--- src/rtl/fp_convert_pkg.sv ---
// fp_convert_pkg: shared constants, the float class enum and the saturation
// constant helpers for the float-to-fixed converter.
//   FP_EXP_W / FP_MAN_W / FP_BIAS : IEEE-754 single-precision field layout
//   fp_class_e                    : ZERO, NORMAL, INF, NAN
//   max_pos / min_neg             : saturation limits for a given fixed width
package fp_convert_pkg;

    localparam int FP_EXP_W = 8;
    localparam int FP_MAN_W = 23;
    localparam int FP_BIAS  = 127;

    typedef enum logic [1:0] {
        ZERO   = 2'd0,
        NORMAL = 2'd1,
        INF    = 2'd2,
        NAN    = 2'd3
    } fp_class_e;

    // Largest positive two's-complement value of width fixed_w (low bits).
    function automatic logic [63:0] max_pos(input int fixed_w);
        return (64'd1 << (fixed_w - 1)) - 64'd1;
    endfunction

    // Most negative two's-complement value of width fixed_w (low bits).
    function automatic logic [63:0] min_neg(input int fixed_w);
        return ~64'd0 << (fixed_w - 1);
    endfunction

endpackage

--- src/rtl/fp_convert_shift.sv ---
// fxp_shift_round: combinational barrel shifter that scales a 24-bit float
// significand into the fixed-point grid, rounds half away from zero on the
// magnitude and flags results that do not fit the signed range.
//   sig_i : significand with hidden bit (1.m)
//   exp_i : unbiased exponent (signed)
//   neg_i : sign of the value, selects the asymmetric magnitude limit
//   mag_o : low FIXED_WIDTH+1 bits of the exact rounded magnitude
//   ovf_o : rounded magnitude exceeds the representable range
module fxp_shift_round
    import fp_convert_pkg::*;
#(
    parameter int FRACTIONAL_WIDTH = 20,
    parameter int FIXED_WIDTH      = 24
) (
    input  logic               [FP_MAN_W:0]    sig_i,
    input  logic signed        [FP_EXP_W+1:0]  exp_i,
    input  logic                               neg_i,
    output logic               [FIXED_WIDTH:0] mag_o,
    output logic                               ovf_o
);

    localparam int SIG_W   = FP_MAN_W + 1;
    // Wide enough to hold the significand after the largest clamped left
    // shift, so overflow can be judged on the exact value.
    localparam int WIDE_W  = SIG_W + FIXED_WIDTH + 1;
    localparam int LSH_MAX = FIXED_WIDTH + 1;
    localparam int RSH_MAX = SIG_W + 1;

    // Half-away rounding on a magnitude only needs the guard bit: adding it
    // is floor(x + 0.5), and bits below the guard cannot change the outcome.
    function automatic logic [SIG_W:0] round_half_away(input logic [SIG_W:0] ext);
        return {1'b0, ext[SIG_W:1]} + {{SIG_W{1'b0}}, ext[0]};
    endfunction

    int                  sh;
    int                  lsh;
    int                  rsh;
    logic [SIG_W:0]      ext;
    logic [WIDE_W-1:0]   wide;
    logic [WIDE_W-1:0]   limit;

    always_comb begin
        lsh  = 0;
        rsh  = 0;
        ext  = '0;
        wide = '0;
        sh   = int'(exp_i) + FRACTIONAL_WIDTH - FP_MAN_W;
        if (sh >= 0) begin
            // Shifts beyond LSH_MAX overflow anyway and leave the low bits
            // zero, exactly as the unclamped shift would.
            lsh  = (sh > LSH_MAX) ? LSH_MAX : sh;
            wide = WIDE_W'(sig_i) << lsh;
        end else begin
            rsh  = (-sh > RSH_MAX) ? RSH_MAX : -sh;
            ext  = {sig_i, 1'b0} >> rsh;
            wide = WIDE_W'(round_half_away(ext));
        end
        // A negative value may reach one LSB further than a positive one.
        limit = neg_i ? WIDE_W'(max_pos(FIXED_WIDTH)) + WIDE_W'(1)
                      : WIDE_W'(max_pos(FIXED_WIDTH));
        ovf_o = (wide > limit);
        mag_o = wide[FIXED_WIDTH:0];
    end

endmodule

--- src/rtl/fp_convert.sv ---
// fp_convert: three-stage IEEE-754 single to signed Q(INTEGER_WIDTH).(FRACTIONAL_WIDTH)
// converter feeding the CORDIC fixed-point datapath. Latency is three enabled
// clock edges; one conversion accepted per enabled cycle.
//   clk    : rising-edge clock
//   rst    : synchronous active-high reset, priority over clk_en
//   clk_en : advances every pipeline stage
//   dataa  : IEEE-754 single-precision input
//   result : signed fixed-point output, registered
//   ovf    : out of range, Inf or NaN, registered
// Build option: define FP_CONVERT_SATURATE_EN to clamp overflow and Inf to
// the signed limits; otherwise overflow wraps and Inf yields 0.
module fp_convert
    import fp_convert_pkg::*;
#(
    parameter  int INTEGER_WIDTH    = 4,
    parameter  int FRACTIONAL_WIDTH = 20,
    localparam int FIXED_WIDTH      = INTEGER_WIDTH + FRACTIONAL_WIDTH
) (
    input  logic                          clk,
    input  logic                          rst,
    input  logic                          clk_en,
    input  logic        [31:0]            dataa,
    output logic signed [FIXED_WIDTH-1:0] result,
    output logic                          ovf
);

    localparam logic [FIXED_WIDTH-1:0] MAX_POS = FIXED_WIDTH'(max_pos(FIXED_WIDTH));
    localparam logic [FIXED_WIDTH-1:0] MIN_NEG = FIXED_WIDTH'(min_neg(FIXED_WIDTH));

    // Stage 1: field decode and classification
    logic                        sign_d;
    fp_class_e                   cls_d;
    logic signed [FP_EXP_W+1:0]  exp_d;
    logic        [FP_MAN_W:0]    sig_d;

    logic                        sign_p1_q;
    fp_class_e                   cls_p1_q;
    logic signed [FP_EXP_W+1:0]  exp_p1_q;
    logic        [FP_MAN_W:0]    sig_p1_q;

    always_comb begin
        sign_d = dataa[31];
        exp_d  = $signed({2'b00, dataa[30:23]}) - (FP_EXP_W+2)'(FP_BIAS);
        sig_d  = {1'b1, dataa[22:0]};
        if (dataa[30:23] == '0)
            cls_d = ZERO;
        else if (dataa[30:23] == '1)
            cls_d = (dataa[22:0] == '0) ? INF : NAN;
        else
            cls_d = NORMAL;
    end

    // Stage 2: scale, round, range check
    logic [FIXED_WIDTH:0] sh_mag;
    logic                 sh_ovf;
    logic [FIXED_WIDTH:0] mag_d;
    logic                 ovf_p2_d;

    logic [FIXED_WIDTH:0] mag_p2_q;
    logic                 ovf_p2_q;
    logic                 sign_p2_q;
`ifdef FP_CONVERT_SATURATE_EN
    logic                 nan_p2_q;
`endif

    fxp_shift_round #(
        .FRACTIONAL_WIDTH (FRACTIONAL_WIDTH),
        .FIXED_WIDTH      (FIXED_WIDTH)
    ) u_shift_round (
        .sig_i (sig_p1_q),
        .exp_i (exp_p1_q),
        .neg_i (sign_p1_q),
        .mag_o (sh_mag),
        .ovf_o (sh_ovf)
    );

    // Inf and NaN carry a zero magnitude so the wrap build outputs 0 for them.
    always_comb begin
        mag_d    = '0;
        ovf_p2_d = 1'b0;
        case (cls_p1_q)
            NORMAL: begin
                mag_d    = sh_mag;
                ovf_p2_d = sh_ovf;
            end
            INF, NAN: ovf_p2_d = 1'b1;
            default: ;
        endcase
    end

    // Stage 3: sign application and saturation/wrap
    logic signed [FIXED_WIDTH-1:0] signed_val;
    logic signed [FIXED_WIDTH-1:0] result_d;

    always_comb begin
        signed_val = sign_p2_q ? -mag_p2_q[FIXED_WIDTH-1:0] : mag_p2_q[FIXED_WIDTH-1:0];
`ifdef FP_CONVERT_SATURATE_EN
        if (nan_p2_q)
            result_d = '0;
        else if (ovf_p2_q)
            result_d = sign_p2_q ? MIN_NEG : MAX_POS;
        else
            result_d = signed_val;
`else
        result_d = signed_val;
`endif
    end

    always_ff @(posedge clk) begin
        if (rst) begin
            sign_p1_q <= 1'b0;
            cls_p1_q  <= ZERO;
            exp_p1_q  <= '0;
            sig_p1_q  <= '0;
            mag_p2_q  <= '0;
            ovf_p2_q  <= 1'b0;
            sign_p2_q <= 1'b0;
`ifdef FP_CONVERT_SATURATE_EN
            nan_p2_q  <= 1'b0;
`endif
            result    <= '0;
            ovf       <= 1'b0;
        end else if (clk_en) begin
            sign_p1_q <= sign_d;
            cls_p1_q  <= cls_d;
            exp_p1_q  <= exp_d;
            sig_p1_q  <= sig_d;
            mag_p2_q  <= mag_d;
            ovf_p2_q  <= ovf_p2_d;
            sign_p2_q <= sign_p1_q;
`ifdef FP_CONVERT_SATURATE_EN
            nan_p2_q  <= (cls_p1_q == NAN);
`endif
            result    <= result_d;
            ovf       <= ovf_p2_q;
        end
    end

endmodule

--- config.mk ---
export PLATFORM = sky130hd
export DESIGN_NAME = fp_convert
export DESIGN_NICKNAME = d
export VERILOG_FILES = /design/src/rtl/fp_convert_pkg.sv /design/src/rtl/fp_convert_shift.sv /design/src/rtl/fp_convert.sv
export SDC_FILE = /design/constraint.sdc
export NUM_CORES = 1
export LEC_CHECK = 0
export ABC_AREA = 1
export BUFFER_PORTS_ARGS = -buffer_cell sky130_fd_sc_hd__buf_4
export CAP_MARGIN = 25
export CORE_MARGIN = 2
export CORE_UTILIZATION = 29
export DETAILED_ROUTE_END_ITERATION = 8
export PLACE_DENSITY = 0.53
export SLEW_MARGIN = 25
export SYNTH_ARGS = -nofsm -noshare
export SYNTH_HDL_FRONTEND = slang
export SYNTH_SLANG_ARGS = --single-unit
--- constraint.sdc ---
create_clock -name clk -period 8.6 [get_ports clk]
set_input_delay 0.43 -clock clk [delete_from_list [all_inputs] [get_ports clk]]
set_output_delay 0.43 -clock clk [all_outputs]
set_load 0.01 [all_outputs]
## After elaboration in Yosys (flattened, before gate mapping)

Cells that the tools add are included.

| storage, ports and cells | value |
|---|---|
| memory bits (read-only) | 0 |
| memories kept | 0 |
| word-level logic and storage cells | 38 |
| output and inout port bits | 25 |
| flip-flop bits (word level) | 87 |
| bits in writable memories | 0 |
| input bits | 35 |
| bits in latches | 0 |

| operators by class | value |
|---|---|
| eq/ne operators | 4 |
| bitwise gates (word level) | 0 |
| divide/modulo/power cells | 0 |
| magnitude comparators | 4 |
| reduce and logical (&&, ||, !) cells | 3 |
| muxes and demuxes | 10 |
| multiply operators | 0 |
| shift operators | 2 |
| $add $sub $neg | 6 |

Operator list:

| kind | number |
|---|---|
| two-way mux 24 bit | 3 |
| greater-than comparator 32 x 6 -> 1 bit, second input constant | 2 |
| two-way mux 32 bit | 2 |
| greater-than comparator 49 x 24 -> 1 bit | 1 |
| two-way mux 49 bit | 1 |
| left shift 24 x 32 -> 49 bit | 1 |
| >= comparator 32 x 1 -> 1 bit, second input constant | 1 |
| negation 32 bit | 1 |
| right shift 25 x 32 -> 25 bit | 1 |
| subtractor 32 x 6 -> 32 bit, second input constant | 1 |
| adder 24 x 1 -> 25 bit | 1 |
| negation 24 bit | 1 |
| logical NOT 23 bit | 1 |
| adder 9 x 6 -> 10 bit, second input constant | 1 |
| subtractor 8 x 7 -> 9 bit, second input constant | 1 |
| equality test 8 bit, second input constant | 1 |
| logical NOT 8 bit | 1 |
| equality test 2 bit, second input constant | 2 |
| two-way mux 2 bit | 2 |
| equality test 2 x 1 -> 1 bit, second input constant | 1 |
| one-hot mux 1 bit (2 select lines) | 1 |
| OR reduction 2 bit | 1 |
| two-way mux 1 bit | 1 |

## Longest topological paths before layout

| logic depth | value |
|---|---|
| depth in word-level cells | 10 |
| gate-level depth with buffers | 59 |
| gate-level depth less buffers | 58 |

## Cells and area by module

From an unflattened synthesis, not the netlist that was laid out.

| unflattened totals | value |
|---|---|
| cells, all modules | 1738 |
| area, all modules | 9694.3 um^2 |

By module, submodules not included:

| module | area each (um^2) | cells an instance | sequential area each (um^2) | instances |
|---|---|---|---|---|
| fxp_shift_round | 5788.1 | 1168 | 0.0 | 1 |
| fp_convert | 3906.2 | 570 | 1741.7 | 1 |

## Worst setup path after synthesis

Ideal clock, no wire load.

| path | value |
|---|---|
| path kind | register to register |
| from | register exp_p1_q[2] |
| to | register ovf_p2_q |
| slack | 1.811 ns |
| arrival | 6.719 ns |
| stages on the path, launching flop included | 55 |
| path buffers | 1 |
| required time | 8.530 ns |
| library setup time | 0.070 ns |
| path through | dfxtp_1 > inv_2 > ha_1 > inv_1 > nand2_1 > nand2_1 > nand3_1 > nor2_1 > nand2_1 > ha_1 > nor2_1 > inv_1 > nor2_1 > inv_1 > nor3_1 > nand3b_1 > nand2_1 > nand2_1 > (+19 left out) > o21ai_0 > o21ai_0 > ha_1 > nand2_1 > inv_1 > nand3_1 > a31oi_1 > o21ai_0 > o211ai_1 > nand2_1 > a31o_2 > a21boi_0 > o21ai_0 > nand2_1 > nor2_1 > nand2_1 > nand2_1 > a21oi_1 |

| on the way | value |
|---|---|
| word-level cells in the longest chain between the ends | 10 |
| elaborated cells on any way between the ends | 14 |
| those cells by class | 4 x add/sub; 4 x order compare; 2 x shift; 4 x mux |

RTL lines:

| element | line | RTL |
|---|---|---|
| from (decl) | fp_convert.sv:38 | `logic signed [FP_EXP_W+1:0] exp_p1_q;` |
| from (signal assigned) | fp_convert.sv:126 | `exp_p1_q <= exp_d;` |
| adder 9 x 6 -> 10 bit * | fp_convert_shift.sv:47 | `sh = int'(exp_i) + FRACTIONAL_WIDTH - FP_MAN_W;` |
| subtractor 32 x 6 -> 32 bit * | fp_convert_shift.sv:47 |  |
| negation 32 bit | fp_convert_shift.sv:54 | `rsh = (-sh > RSH_MAX) ? RSH_MAX : -sh;` |
| greater-than comparator 32 x 6 -> 1 bit | fp_convert_shift.sv:54 |  |
| two-way mux 32 bit | fp_convert_shift.sv:54 |  |
| right shift 25 x 32 -> 25 bit | fp_convert_shift.sv:55 | `ext = {sig_i, 1'b0} >> rsh;` |
| adder 24 x 1 -> 25 bit | fp_convert_shift.sv:32 | `return {1'b0, ext[SIG_W:1]} + {{SIG_W{1'b0}}, ext[0]};` |
| two-way mux 49 bit * | fp_convert_shift.sv:48 | `if (sh >= 0) begin` |
| greater-than comparator 49 x 24 -> 1 bit * | fp_convert_shift.sv:61 | `ovf_o = (wide > limit);` |
| one-hot mux 1 bit (2 select lines) * | fp_convert.sv:81 | `case (cls_p1_q)` |
| to (signal assigned) | fp_convert.sv:129 | `ovf_p2_q <= ovf_p2_d;` |
| to (decl) | fp_convert.sv:60 | `logic ovf_p2_q;` |

Mark *: on every way between the ends. The rest lies on a longest branch, timed or not.
A chain may end at the register's enable or synchronous reset.

## Worst setup path after layout

Ends and elaborated chain as after synthesis.

==> results.toml <==
[timing]
final_max_slew_viol_count = 0
period_share_pct = 91.87
fin_crit_ns = 7.901
setup_viol = 0
setup_ws_ns = 0.6994
hold_viol = 0
maxSlewHeadroom_pct = 19.57
setup-tns-final_ns = 0
clock.fmax_ghz = 0.1266
skew_ns = 0.01990
tightest_slew_ns = 1.191

[logic_synthesis]
synth_cell_types = 55
synth_top_cell_area_share_pct = 21.07
syn_inst = 1968
synth-edff-count = 0
syn_area_sq_um = 10740
ys_seq_elements = 87
synth-simple-area-share_pct = 50.02
synth-compound-area-share_pct = 16.13
ys.flop_type = "dfxtp_1"
synth_adder_area_share_pct = 4.892
synth_top_family_by_area = "simple AND/OR/NAND/NOR gates"
postSynthNetCount = 2045
ys_async_sr_fraction_pct = 0
seq_area_frac_synth_pct = 16.21
avgSynthCellArea_sq_um = 5.458
yosys_warnings = 0
synth_xor_area_share_pct = 1.305
synthTopCellsByArea = "nand2_1, dfxtp_1, nand3_1, o21ai_0, nor2_1"
synth_top_area_cell = "nand2_1"
synth_mux_area_share_pct = 0.2796

[global_routing]
grt_max_degree = 78
grt_pass1_wl_mm = 61.44
grt.total_usage_pct = 19.83
first_global_vias = 11717
grt-ovfl-total = 0
antenna_found_initial = 0

[pwr]
p_leak_uw = 0.005715
seq_power_share_pct = 23.9
netSwitchingFraction_pct = 50.91
internal_power_uw = 932.4
pwr-share-comb_pct = 54.5
pwr-share-clk_pct = 21.6
powerDensity_nw_per_um2 = 159.2
ir_worst_vdd_v = 0.0001044
switchingPower_uw = 966.9

[clock_network]
htree_levels = 3
clk_latency_ns = 0.38
clock_path_buffers = 2
cts_tree = "yes"
path_clk_slew_ns = 0.09
cts_num_sinks = 87
cts_root_buf = "clkbuf_16"
numCtsBuffers = 9
cts_hold_buf = 0

[worst_hold_path]
min_path_type = "in2reg"

[finish]
mostFrequentLayoutCells = "nand2_1, nand3_1, nor2_1"
final_common_cell = "nand2_1"
final_nets = 2050
syn_to_final_growth_pct = 11.08
layout-drive-gt1-share_pct = 10.16
num_antenna_cells = 0

[floorplanning]
die_w_microns = 196.5
start_util_pct = 29.41
ios = 60
rows = 70
die_area_sq_um = 38590
die_y_microns = 196.5
core_region_area_sq_um = 36520

[setup_path]
cp-start-kind = "flip-flop"
rr_endpoint = "ovf_p2_q"
critPathLaunch = "exp_p1_q[2]"
path_max_fanout = 8
cp.arrival_ns = 8.15
reg2reg_depth = 51
cp_common_cell = "nand2_1"
crit_end = "ovf_p2_q"
cp_slowest_cell = "dfxtp_1"
regToRegSetupSlack_ns = 0.70
required_ns = 8.85
cp-end-kind = "flip-flop"
crit_type = "reg2reg"
reg2reg_from = "exp_p1_q[2]"
cpPeakStageDelay_ns = 0.42

[routing]
drt_drc_violations_left = 0
viasPerCell = 5.169
drt_iter0_drc = 1059
drt-total-wl_mm = 38.63
vias = 12644
first_pass_iters = 6
final_antenna_net_count = 0
wl_per_cell_microns = 15.79

[job]
cap_violations = 0

[place]
dp_hpwl_mm = 30.41
dpl_worst_slack_ns = 0.2851
portBuffers = 59
gp_congestion = 0.9666

[run_status]
outcome = "complete, no violations"
==> worst min path at each step <==
stage | cells past startpoint | start | endpoint
global placement | 2 | result[23] | result[23]
detailed placement | 2 | result[21] | result[21]
floorplan | 2 | ovf_p2_q | ovf
finish | 2 | dataa[23] | exp_p1_q[0]
CTS | 2 | dataa[23] | exp_p1_q[0]
global route | 2 | dataa[23] | exp_p1_q[0]
==> kinds of logic after synthesis <==
kind of cell	count (synthesis)
flip-flops	87
adder cells (fa/ha/maj)	42
AND/OR/NAND/NOR	1204
multiplexers	3
XOR/XNOR	16
buffers and inverters	305
AO/OA/AOI/OAI	311
==> routing by layer <==
| metal | wire length (microns) | global-route usage (%) |
|---|---|---|
| met1 | 17000 | 25.28 |
| met2 | 18230 | 34.57 |
| met3 | 1988 | 1.660 |
| met4 | 1412 | 7.912 |
| met5 | 0 | 0 |
==> state kept, by name, summed over array words and instances, names as in the netlist <==
signal and count:
sig_p1_q 24, ovf 1, ovf_p2_q 1, mag_p2_q 24, exp_p1_q 9, sign_p1_q 1
sign_p2_q 1, cls_p1_q 2, result 24
==> repair_timing <==
action | 4_1_cts | 5_1_grt
endpoints found under the setup margin | 0 | 1
resized for setup | 0 | 10
buffers inserted | 0 | 6
==> power groups by stage <==
| stage | combinational (uW) | sequential [uW] | clock (uW) |
|---|---|---|---|
| 3_5_place_dp | 999 | 463 | 0 |
| 2_1_floorplan | 731 | 455 | 0 |
| 5_1_grt | 1160 | 457 | 431 |
| 4_1_cts | 1000 | 454 | 422 |
| 3_3_place_gp | 1000 | 463 | 0 |
| 6_report | 1030 | 454 | 411 |
==> final cells by class <==
type / instances / area (sq um)
inverters: 213 / 803.3
clock buffers: 9 / 225.2
well taps: 468 / 585.6
repair buffers: 83 / 630.6
clock inverters: 7 / 75.07
multi-input cells: 1579 / 7870
flip-flops and latches: 87 / 1742
fillers: 4098 / 24590
==> synth_stat cells, drive strengths merged (12+ instances only) <==
master  count
nor2      224
nor3       28
nor4       12
o21ai     181
nand2     626
nand4      33
a21oi      73
dfxtp      87
nand3     263
xor2       13
o221ai     15
ha         42
clkbuf     61
inv       208
buf        31
==> critical path, delay by kind of cell, from the launching register on <==
kind                     cells  cell delay (ns)
adder cells (fa/ha/maj)      5             1.57
flip-flops                   1             0.42
buffers and inverters        5             0.61
AO/OA/AOI/OAI               15             2.15
AND/OR/NAND/NOR             26             3.02
==> per-stage QoR <==
step | total power [uW] | hold WS [ns] | area, sq um | cells | utilization, %
detailed placement | 1462 | 0.4685 | 11510 | 2420 | 31.50
floorplan | 1185 | 0.4495 | 10740 | 1968 | -
global route | 2045 | 0.2577 | 11930 | 2446 | 32.67
finish | 1899 | 0.2484 | 11930 | 2446 | 32.67
global placement | 1467 | 0.4679 | 11510 | 2420 | 31.50
CTS | 1878 | 0.2382 | 11810 | 2436 | 32.33
No activity file was read; power rests on OpenSTA's default activity.
